File: src/rtl/extend_acc.sv
// extend_acc: block accumulator for narrow samples.
// Each sample is widened (sign- or zero-extended), summed over a block of
// acc_len+1 samples, and the total is saturated to BW_OUT bits. The result
// stays in a HOLD state until the consumer accepts it.
module extend_acc #(
   parameter int BW_IN  = 3,
   parameter int BW_OUT = 4,
   parameter int NUM_W  = 2
) (
   input  logic              clk,
   input  logic              rst,
   input  logic              data_in_is_signed,
   input  logic [NUM_W-1:0]  acc_len,
   input  logic              in_valid,
   output logic              in_ready,
   input  logic [BW_IN-1:0]  data_in,
   output logic              out_valid,
   input  logic              out_ready,
   output logic [BW_OUT-1:0] data_out,
   output logic              out_overflow
);

   // The accumulator is wide enough that 2^NUM_W samples of either sign
   // can never wrap it.
   localparam int ACC_W = BW_IN + NUM_W + 1;
   // Comparison width: one bit wider than both the sum and the output, so
   // the clamp limits and the widened sum are all representable as signed.
   localparam int SAT_W = ((ACC_W > BW_OUT) ? ACC_W : BW_OUT) + 1;

   localparam logic signed [SAT_W-1:0] S_MAX = SAT_W'((2 ** (BW_OUT - 1)) - 1);
   localparam logic signed [SAT_W-1:0] S_MIN = ~S_MAX;
   localparam logic signed [SAT_W-1:0] U_MAX = SAT_W'((2 ** BW_OUT) - 1);

   typedef enum logic {
      ACC,
      HOLD
   } state_t;

   state_t state, state_next;

   logic [ACC_W-1:0]        acc;
   logic [ACC_W-1:0]        acc_next;
   logic [ACC_W-1:0]        sample_ext;
   logic [NUM_W-1:0]        cnt;
   logic [NUM_W-1:0]        len_q;
   logic [NUM_W-1:0]        len_eff;
   logic                    mode_q;
   logic                    mode_eff;
   logic                    first_beat;
   logic                    beat;
   logic                    last_beat;
   logic signed [SAT_W-1:0] sum_ext;
   logic [BW_OUT-1:0]       sat_val;
   logic                    sat_ovf;

   // A beat depends only on the state, never on the FSM's own outputs.
   assign beat       = in_valid && (state == ACC);
   assign first_beat = (cnt == '0);
   assign last_beat  = beat && (cnt == len_eff);

   // Widen the incoming sample, form the running sum and saturate it.
   // On the first beat the live mode/length are used, since they are
   // being latched on that same edge.
   always_comb begin
      // NOTE: every signal gets a default before any branch so no latch is inferred.
      mode_eff   = first_beat ? data_in_is_signed : mode_q;
      len_eff    = first_beat ? acc_len : len_q;
      sample_ext = {{(ACC_W - BW_IN){data_in[BW_IN-1] & mode_eff}}, data_in};
      acc_next   = acc + sample_ext;
      sum_ext    = {{(SAT_W - ACC_W){acc_next[ACC_W-1] & mode_eff}}, acc_next};
      sat_val    = sum_ext[BW_OUT-1:0];
      sat_ovf    = 1'b0;
      if (mode_eff) begin
         if (sum_ext > S_MAX) begin
            sat_val = S_MAX[BW_OUT-1:0];
            sat_ovf = 1'b1;
         end else if (sum_ext < S_MIN) begin
            sat_val = S_MIN[BW_OUT-1:0];
            sat_ovf = 1'b1;
         end
      end else if (sum_ext > U_MAX) begin
         sat_val = U_MAX[BW_OUT-1:0];
         sat_ovf = 1'b1;
      end
   end

   // State register; reset wins over any handshake on the same edge.
   always_ff @(posedge clk) begin
      // NOTE: sequential state uses non-blocking assignments only.
      if (rst) begin
         state <= ACC;
      end else begin
         state <= state_next;
      end
   end

   // Next-state logic and handshake outputs.
   always_comb begin
      state_next = state;
      in_ready   = 1'b0;
      out_valid  = 1'b0;
      case (state)
         ACC: begin
            in_ready = 1'b1;
            if (last_beat) begin
               state_next = HOLD;
            end
         end
         HOLD: begin
            out_valid = 1'b1;
            if (out_ready) begin
               state_next = ACC;
            end
         end
         default: state_next = ACC;
      endcase
   end

   // Accumulator, beat counter, latched block settings and result register.
   always_ff @(posedge clk) begin
      if (rst) begin
         acc          <= '0;
         cnt          <= '0;
         mode_q       <= 1'b0;
         len_q        <= '0;
         data_out     <= '0;
         out_overflow <= 1'b0;
      end else if (beat) begin
         if (first_beat) begin
            mode_q <= data_in_is_signed;
            len_q  <= acc_len;
         end
         acc <= acc_next;
         if (last_beat) begin
            data_out     <= sat_val;
            out_overflow <= sat_ovf;
         end else begin
            cnt <= cnt + 1'b1;
         end
      end else if ((state == HOLD) && out_ready) begin
         acc <= '0;
         cnt <= '0;
      end
   end

endmodule

File: config.mk
export PLATFORM = sky130hd
export DESIGN_NAME = extend_acc
export DESIGN_NICKNAME = d
export VERILOG_FILES = /design/src/rtl/extend_acc.sv
export SDC_FILE = /design/constraint.sdc
export NUM_CORES = 1
export LEC_CHECK = 0
export CORE_ASPECT_RATIO = 0.8
export CORE_MARGIN = 10
export CORE_UTILIZATION = 35
export CTS_CLUSTER_DIAMETER = 100
export DETAILED_ROUTE_END_ITERATION = 7
export PLACE_DENSITY = 0.56
export SETUP_SLACK_MARGIN = 0.2
export SYNTH_ARGS = -nofsm -noshare
export SYNTH_HDL_FRONTEND = slang
export SYNTH_SLANG_ARGS = --single-unit
File: constraint.sdc
create_clock -name clk -period 5.5 [get_ports clk]
set_input_delay 1.1 -clock clk [delete_from_list [all_inputs] [get_ports clk]]
set_output_delay 1.1 -clock clk [all_outputs]
set_load 0.02 [all_outputs]
* Yosys cells after proc, flatten, opt, wreduce, memory -nomap -nowiden
Index checks and enable logic that the tools add are counted.
** Storage, ports and cells
- Register bits after elaboration :: 17
- Input bits :: 10
- Output and inout port bits :: 7
- Logic and storage cells :: 44
** Cells by class
- Add/sub/neg operators :: 2
- $lt $le $gt $ge :: 3
- Eq/ne operators :: 2
- Multiplexer cells :: 20
- Bitwise operators :: 3
- Reductions and logical operators :: 7
** Operators with widths (count)
- $mux W4 :: 4
- $mux W6 :: 2
- $mux W1 :: 9
- $mux W2 :: 4
- $gt A7 B4 Y1 const B :: 1
- $gt A7 B5 Y1 const B :: 1
- $lt A7 B4 Y1 const B :: 1
- $add A6 B6 Y6 :: 1
- $reduce_and A2 Y1 :: 2
- $logic_and A1 B1 Y1 :: 3
- $add A2 B1 Y2 const B :: 1
- $and A1 B1 Y1 :: 2
- $eq A2 B2 Y1 :: 1
- $logic_not A2 Y1 :: 1
- $ne A2 B2 Y1 const B :: 1
- $pmux W1 S2 :: 1
- $reduce_bool A2 Y1 :: 1
- $not A1 Y1 :: 1

* Logic depth before layout (Yosys ltp)
- Depth after elaboration :: 9
- Mapped depth :: 9
- Mapped depth without buffers :: 8

* Least setup slack after synthesis
No wires, ideal clock.
- Path kind :: input port to flip-flop
- From :: input port data_in[0]
- To :: register data_out[0]
- Library setup time :: 0.139 ns
- Arrival :: 2.792 ns
- Required time :: 5.361 ns
- Setup slack :: 2.569 ns
- Stages :: 8
- Path buffers :: 0
- Cells stage by stage :: ha_1 -> fa_1 -> a21oi_1 -> and4_1 -> o21ai_0 -> nor2b_1 -> o32ai_2 -> a211oi_1
** On the way
- Cells in the longest elaborated chain, start to end :: 6
- Elaborated cells between the ends (all ways) :: 9
- Classes of those cells :: add/sub (1); order compare (3); mux (4); bitwise (1)
** RTL lines
- from (decl) :: RTL line 16 : input logic [BW_IN-1:0] data_in,
- $add A6 B6 Y6 * :: RTL line 69 : acc_next = acc + sample_ext;
- $and A1 B1 Y1 :: RTL line 70 : sum_ext = {{(SAT_W - ACC_W){acc_next[ACC_W-1] & mode_eff}}, acc_next};
- $lt A7 B4 Y1 :: RTL line 77 : end else if (sum_ext < S_MIN) begin
- $mux W4 :: RTL line 77
- $mux W4 :: RTL line 74 : if (sum_ext > S_MAX) begin
- $mux W4 * :: RTL line 73 : if (mode_eff) begin
- to (signal assigned) :: RTL line 135 : data_out <= sat_val;
- to (decl) :: RTL line 19 : output logic [BW_OUT-1:0] data_out,
Every way passes the cells marked *; elsewhere a longest branch is shown, timed or not.
A chain may end at the register's enable or synchronous reset.

* Final worst setup path
- From :: input port data_in[0]
- To :: register data_out[1]
Same word-level chain as after synthesis.

==> flow_summary.yaml <==
outcome:
  status: "complete, no violations"
power_and_ir_drop:
  leakagePower_nw: 0.4729
  power_density_nw_per_um2: 347.6
  power.total_w: 0.0004367
  comb_power_share_pct: 42.5
  pwr-share-clk_pct: 21.6
  p_int_w: 0.0002788
  p_sw_share_pct: 36.16
  ir_drop_uv: 183.1
  p_sw_w: 0.0001579
  seqPwrFrac_pct: 35.9
routing:
  via_count: 903
  avgViaCountPerCell: 5.220
  ant_nets: 0
  routed_wl_mm: 2.336
  drc: 0
  highest_layer: "met4"
  wl_per_cell_um: 13.50
  first_iter_violations: 47
  wl_met2_um: 932
  wl_met3_um: 164
  wl_met1_mm: 1.211
  firstDrtPassIters: 4
timing:
  relSlewSlack_pct: 41.03
  finalHoldViolations: 0
  fin_tns_setup_ps: 0
  setup_viol: 0
  worst_slew_pin_slew_ps: 882.6
  finalCriticalPeriod_ps: 3315
  worst_clock_skew_ps: 6.558
  rsz0062_at_grt: "false"
  maxSlewViolCount: 0
  fin_ws_ps: 2185
  fmax_mhz: 301.7
  fin_crit_sh_pct: 60.27
placement:
  pre_cts_ws_ps: 1925
  dp_hpwl_mm: 1.873
  io_buffers: 16
  gp_congestion: 0.8141
grt:
  grt_pass1_vias: 828
  grt.total_usage_pct: 9.172
  grt_max_degree: 18
  antenna_found_initial: 0
  overflow: 0
  grt_pass1_wl_mm: 3.981
synth:
  synthesis.area_um2: 1026
  synth_edf_count: 0
  synthArstFlopShare_pct: 0
  ys.warnings.count: 0
  synth.top_cells.by_count: "dfxtp_1 (17), nor2_1 (16), a21oi_1 (9), a22oi_1 (8), inv_1 (7)"
  synth_ff_type: "dfxtp_1"
  ys_ff_latch: 17
  synth_cell_types: 38
  yosysTopAreaCell: "dfxtp_1"
  synth_seq_area_share_pct: 33.17
  syn_inst: 119
  synth_most_common_cell: "dfxtp_1"
  netlist.area_leader.share_pct: 33.17
  post_synth.cell_area_avg_um2: 8.622
  ys_top_cells_by_area: "dfxtp_1 (33%), a22oi_1 (5.9%), nor2_1 (5.9%)"
  synth_fp_nets: 134
setup_path:
  crit_required_ps: 5610
  end_kind: "flop"
  arrival_ps: 3430
  path_class: "primary input to flop"
  start_kind: "primary input"
  critPathMaxFanout: 4
clock_network:
  clk_latency_ps: 260
  clkTransAtPathRegs_ps: 70
  clock_sinks: 17
  cts.path.max_buffers: 2
  root_buffer: "clkbuf_8"
  cts_tree: "yes"
  post_cts_resized: 0
  cts.htree.levels: 1
  numCtsBuffers: 3
  cts_hold_buffers: 0
  postCtsSetupRepairBufs: 0
finish:
  nets: 151
  fin_util_pct: 45.08
  drive_gt1_share_pct: 8.148
  area_growth_pct: 22.44
  antenna_cells: 0
hold_path:
  holdCritPathClass: "flop to flop"
floorplanning:
  die_x_um: 80.53
  core-area_um2: 2786
  die_area_um2: 5510
  start_util_pct: 36.82
  die_y_um: 68.43
  core.rowCount: 17
  io_pins: 17
job:
  maxCapViolCount: 0
[state kept, by name, indices dropped and copies added (netlist names)]
name          flops
data_out          4
mode_q            1
acc               6
cnt               2
state             1
len_q             2
out_overflow      1
[per-stage QoR]
| stage | instance area [um^2] | hold slack, ps | cells |
|---|---|---|---|
| 2_1_floorplan | 1026 | 435.7 | 119 |
| 6_report | 1256 | 457.0 | 173 |
| 3_3_place_gp | 1211 | 444.2 | 169 |
| 4_1_cts | 1256 | 455.7 | 173 |
| 5_1_grt | 1256 | 498.7 | 173 |
| 3_5_place_dp | 1211 | 446.6 | 169 |
[per-layer routing]
layer / up-vias / GRT usage, %
li1: 471 / -
met1: 403 / 12.62
met2: 25 / 12.20
met3: 4 / 3.927
met4: 0 / 3.289
met5: - / 0
[layout by cell type, fill, tap and decap left out, types with 2 or more instances in the layout]
master,instances
ha_1,4
mux2_2,2
a211oi_1,6
inv_1,7
nor2_1,16
nand2_1,5
mux2i_1,4
xnor2_1,2
dfxtp_1,17
a21oi_1,9
clkbuf_8,3
nor2b_1,2
nor3b_1,2
a22oi_1,8
nand3_1,5
clkdlybuf4s50_1,16
o21ai_0,6
[power by group through the flow]
stage | logic, W | registers, W | clock network, W
detailed placement | 0.000186 | 0.000160 | 0
global placement | 0.000185 | 0.000159 | 0
finish | 0.000186 | 0.000157 | 0.0000943
CTS | 0.000187 | 0.000157 | 0.0000956
floorplan | 0.000125 | 0.000169 | 0
global route | 0.000208 | 0.000160 | 0.000100
[area by class of cell]
class / instances / area [um^2]
Clock buffer: 4 / 45.04
Fill cell: 269 / 1530
Inverter: 7 / 26.28
Multi-Input combinational cell: 91 / 636.9
Sequential cell: 17 / 340.3
Tap cell: 38 / 47.55
Timing Repair Buffer: 16 / 160.2
[final timing paths]
path	slack [ps]	cells past startpoint	endpoint	from
max	2190	9	data_out[1]$_SDFFE_PP0P_	data_in[0]
min	460	2	len_q[0]$_SDFFE_PP0P_	len_q[0]$_SDFFE_PP0P_
max reg2reg	2610	8	data_out[1]$_SDFFE_PP0P_	cnt[0]$_SDFFE_PP0P_
min reg2reg	460	2	len_q[0]$_SDFFE_PP0P_	len_q[0]$_SDFFE_PP0P_
[cells by family (layout without fill, tap and decap cells)]
group                    Yosys count  count (layout)  share of synthesized area [%]
multiplexers                       7               7                          7.439
adder cells (fa/ha/maj)            5               5                          6.830
XOR/XNOR                           3               3                          2.561
AND/OR/NAND/NOR                   38              38                          18.42
AO/OA/AOI/OAI                     38              38                          26.83
buffers and inverters             11              27                          4.756
flip-flops                        17              17                          33.17
[critical path, stage by stage]
cell and delay (ps):
clkdlybuf4s50_1 400, ha_1 240, fa_1 420, a21oi_1 210, and4_1 240, o21ai_0 90, nor2b_1 180, o32ai_2 420
a211oi_1 130
(Power assumes the default switching activity.)
==> edit 1: new RTL, same settings <==
Change the parameter `BW_OUT` from 4 to 5.
--- a/src/rtl/extend_acc.sv
+++ b/src/rtl/extend_acc.sv
@@ -4,7 +4,7 @@
 // stays in a HOLD state until the consumer accepts it.
 module extend_acc #(
    parameter int BW_IN  = 3,
-   parameter int BW_OUT = 4,
+   parameter int BW_OUT = 5,
    parameter int NUM_W  = 2
 ) (
    input  logic              clk,
Interface: changed (resized data_out); port bits go from 17 to 18. No check against the original RTL was run, so the function may have changed too.
==> edit 1 against the unedited design <==
  * Register-to-register slack better by 0.30 ns
  * Cell area is 6.6% higher
  * Worst setup slack worse by 0.081 ns
  * Critical endpoint unchanged
  * Area after synthesis is 6.8% higher
  * Routed wire length is 0.26% higher
  * Largest cell class unchanged
  * Power is 13% higher
  * Sequential cell count is 1 higher
  * Via count is 6.5% lower
  * Worst hold slack worse by 0.0028 ns
  * Global-route usage is 0.41 points lower
==> edit 1: results (changes against the unedited design) <==
metric,value,unit,change
dp_cells,173,,+2.4%
routed.top_layer,met4,,
synth_fp_nets,137,,+2.2%
async_reset_ff_share,0,%,unchanged
layout-drive-gt1-share,12.41,%,+4.3 points
grt_pass1_vias,883,,+6.6%
synth_top_area_share,32.88,%,-0.29 points
grt_max_degree,19,,+1
cts_setup_buffers,0,,unchanged
dp_slack,1.874,ns,-0.05120 ns
dr.pass1.iters,4,,unchanged
dpl.hpwl,1.866,mm,-0.37%
diodes,0,,unchanged
synth_area_leaders,"dfxtp_1 33%, nor2_1 6.2%, ha_1 4.6%",,
cp_max_fo,5,,+1
wl_met1,1.144,mm,-5.5%
wl_met2,1.024,mm,+9.9%
cp_data_arrival_time,3.57,ns,+0.14 ns
ys_types,33,,-13%
cts_made_buffers,3,,unchanged
grt_pass1_wl,4.126,mm,+3.6%
use_met2,13.20,%,+1.0 points
clkLatencyLatePin,0.26,ns,about the same
grt_use_met3,3.069,%,-0.86 points
skew,0.002880,ns,-0.003679 ns
netlist_top_cells_count,"18 x dfxtp_1, 18 x nor2_1, 10 x nand2_1, 6 x a22oi_1, 6 x inv_1",,
ctsHtreeMaxLevel,1,,unchanged
dr_wl_met3,150,µm,-8.5%
globalRoute.busiestLayer,met2,,
finalSetupViolCount,0,,unchanged
detail_route.wl_per_cell,13.23,µm,-2.0%
reg_top3,"acc x6, data_out x5",,
ctsResizeCount,0,,unchanged
p_leak,0.5217,nW,+10%
drt-initial-drc-count,42,,-11%
path_clk_slew,0.07,ns,about the same
ys_seq_area_share,32.88,%,-0.29 points
drc_errors,0,,unchanged
finalWirelength,2.342,mm,+0.26%
port_buffers,17,,+1
dr_total_vias,844,,-6.5%
cts_buffer_depth,2,,unchanged
nets,153,,+1.3%
status,completed,,
place_area,0.001284,mm²,+6.0%
hp-class,reg -> reg,,
grtUsageTotal,8.764,%,-0.41 points
tightest_slew,0.7389,ns,-0.1437 ns
yosysWarnings,0,,unchanged
clockRootBuffer,clkbuf_8,,
irDropWorstVdd,0.0001585,V,-13%
grt_antenna_before_repair,0,,unchanged
finalWeightedCongestion,0.8533,,+4.8%
synth_area_per_cell,8.984,µm²,+4.2%
met1_usage,11.48,%,-1.1 points
[edit 1: cell count changes in the layout (fill, tap and decap cells not counted), sizes merged, moves of 3 or more]
cell and delta:
xnor2 +4, xor2 +3, a21oi -4, maj3 +3, o21ai -4, nand2 +5, nor2b +3
[edit 1: path summary, 6_finish.rpt]
path              startpoint           to  slack, ns  cells past startpoint
setup / recovery  data_in[0]  data_out[1]       2.10                      9
hold / removal      len_q[0]     len_q[0]       0.45                      2
setup reg to reg      cnt[0]  data_out[2]       2.91                      8
hold reg to reg     len_q[0]     len_q[0]       0.45                      2
[edit 1: cell families after synthesis]
family | count (synthesis) | share of synthesized area (%)
buffers and inverters | 12 | 5.023
AO/OA/AOI/OAI | 27 | 20.55
XOR/XNOR | 10 | 8.676
AND/OR/NAND/NOR | 42 | 18.38
multiplexers | 5 | 5.023
flip-flops | 18 | 32.88
adder cells (fa/ha/maj) | 8 | 9.475
[edit 1: critical path: stages]
cell,delay [ns]
clkdlybuf4s50_1,0.42
ha_1,0.23
fa_1,0.42
a21oi_1,0.30
mux2i_1,0.26
xnor2_1,0.13
nand2_1,0.16
maj3_2,0.35
a211oi_2,0.20
[edit 1: area by class of cell]
cell class,count,area (µm²)
fill,309,1702
multi-input combinational,92,680.7
sequential,18,360.3
timing repair buffer,17,170.2
clock buffer,4,55.05
tap,40,50.05
inverter,6,22.52
[edit 1: where the power goes]
| group | leakage [nW] | total [mW] | internal, mW | switching [mW] |
|---|---|---|---|---|
| combinational | 0.345 | 0.217 | 0.101 | 0.115 |
| clock | 0.0288 | 0.108 | 0.0637 | 0.0442 |
| sequential | 0.148 | 0.171 | 0.153 | 0.0178 |
==> edit 2: new RTL, same flow settings <==
Without the edit above. Reset style: asynchronous (`rst`), changed in 2 clocked blocks.
--- a/src/rtl/extend_acc.sv
+++ b/src/rtl/extend_acc.sv
@@ -85,7 +85,7 @@
    end
 
    // State register; reset wins over any handshake on the same edge.
-   always_ff @(posedge clk) begin
+   always_ff @(posedge clk or posedge rst) begin
       // NOTE: sequential state uses non-blocking assignments only.
       if (rst) begin
          state <= ACC;
@@ -117,7 +117,7 @@
    end
 
    // Accumulator, beat counter, latched block settings and result register.
-   always_ff @(posedge clk) begin
+   always_ff @(posedge clk or posedge rst) begin
       if (rst) begin
          acc          <= '0;
          cnt          <= '0;
Check against the original RTL: differs if rst is asserted again (counterexample within 4 cycles, from zero or initial values and one cycle with rst high); with rst held inactive, the same outputs for 10 cycles.
==> edit 2 against the unedited design <==
  * Cell area is 6.2% higher
  * Final cell count is 9.8% lower
  * Area after synthesis is 7.4% higher
  * Worst setup slack worse by 0.22 ns
  * Routed wire length is 2.0% higher
  * Sequential cell count stayed put
Power is not compared: it rests on default switching activity, and its combinational part moved more than twofold at a synthesized area within 25%.
==> edit 2: results (changes against the unedited design) <==
metric,value,unit,change
grtUsageTotal,9.292,%,+0.12 points
layout-drive-gt1-share,14.66,%,+6.5 points
tightest_slew,0.6749,ns,-0.2077 ns
synth_fp_nets,114,,-15%
drt-initial-drc-count,56,,+19%
place_area,0.001287,mm²,+6.3%
netlist_top_cells_count,"17 x dfrtp_1, 7 x a22o_1, 7 x mux2i_1, 7 x nand2_1, 6 x inv_1",,
ys_seq_area_share,38.59,%,+5.4 points
nets,132,,-13%
dp_slack,1.719,ns,-0.2069 ns
status,completed,,
cp_max_fo,3,,-1
synth_area_leaders,"dfrtp_1 39%, mux2i_1 6.4%, a22o_1 5.6%",,
cp_slowest_cell,or4_4,,
postSynthCellCount,99,,-17%
min_path_cells,1,,-1
finalWeightedCongestion,0.7933,,-2.6%
cp_top_family,simple AND/OR/NAND/NOR gates,,
fillers,311,,+16%
ys_types,41,,+7.9%
dr_total_vias,802,,-11%
grt_pass1_wl,4.298,mm,+8.0%
viasPerCell,5.141,,-1.5%
dp_cells,152,,-10%
cp_data_arrival_time,3.65,ns,+0.22 ns
finalWirelength,2.383,mm,+2.0%
skew,0.002907,ns,-0.003652 ns
## edit 2: final timing paths
check,from,end,slack [ns]
worst max-delay path,data_in[0],data_out[0],1.97
worst min-delay path,data_out[3],data_out[3],0.49
worst max register to register,acc[0],data_out[0],2.84
worst min register to register,data_out[3],data_out[3],0.49
max in group asynchronous,rst,acc[1],3.83
min in group asynchronous,rst,data_out[3],1.23
## edit 2: layer usage
layer  share of wire [%]  vias to the layer above  track usage [%]
met3                 6.7                        5            4.220
met4                 1.4                        0            3.340
met5                   0                        -                0
met1                  49                      376            12.30
met2                  43                       18            12.76
li1                    -                      403                -
## edit 2: cells by family after synthesis
| family | Yosys count | synth area share [%] |
|---|---|---|
| AOI/OAI and AO/OA | 30 | 23.04 |
| xor gates and xnor gates | 4 | 3.860 |
| adders and majority gates | 5 | 6.357 |
| buffers and inverters | 10 | 4.993 |
| DFF | 17 | 38.59 |
| muxes | 11 | 11.01 |
| and+or+nand+nor | 22 | 12.15 |
## edit 2: where the power goes
part	internal [mW]	total, mW	switching (mW)
registers	0.187	0.233	0.0465
clock network	0.0504	0.0971	0.0467
logic	0.247	0.509	0.262
## edit 2: final cells by class
| class | count | share of cell area, % |
|---|---|---|
| Multi-Input combinational cell | 72 | 46.62 |
| Sequential cell | 17 | 31.89 |
| Timing Repair Buffer | 17 | 12.57 |
| Tap cell | 40 | 3.752 |
| Clock buffer | 3 | 3.096 |
| Inverter | 6 | 1.689 |
| Clock inverter | 1 | 0.3752 |
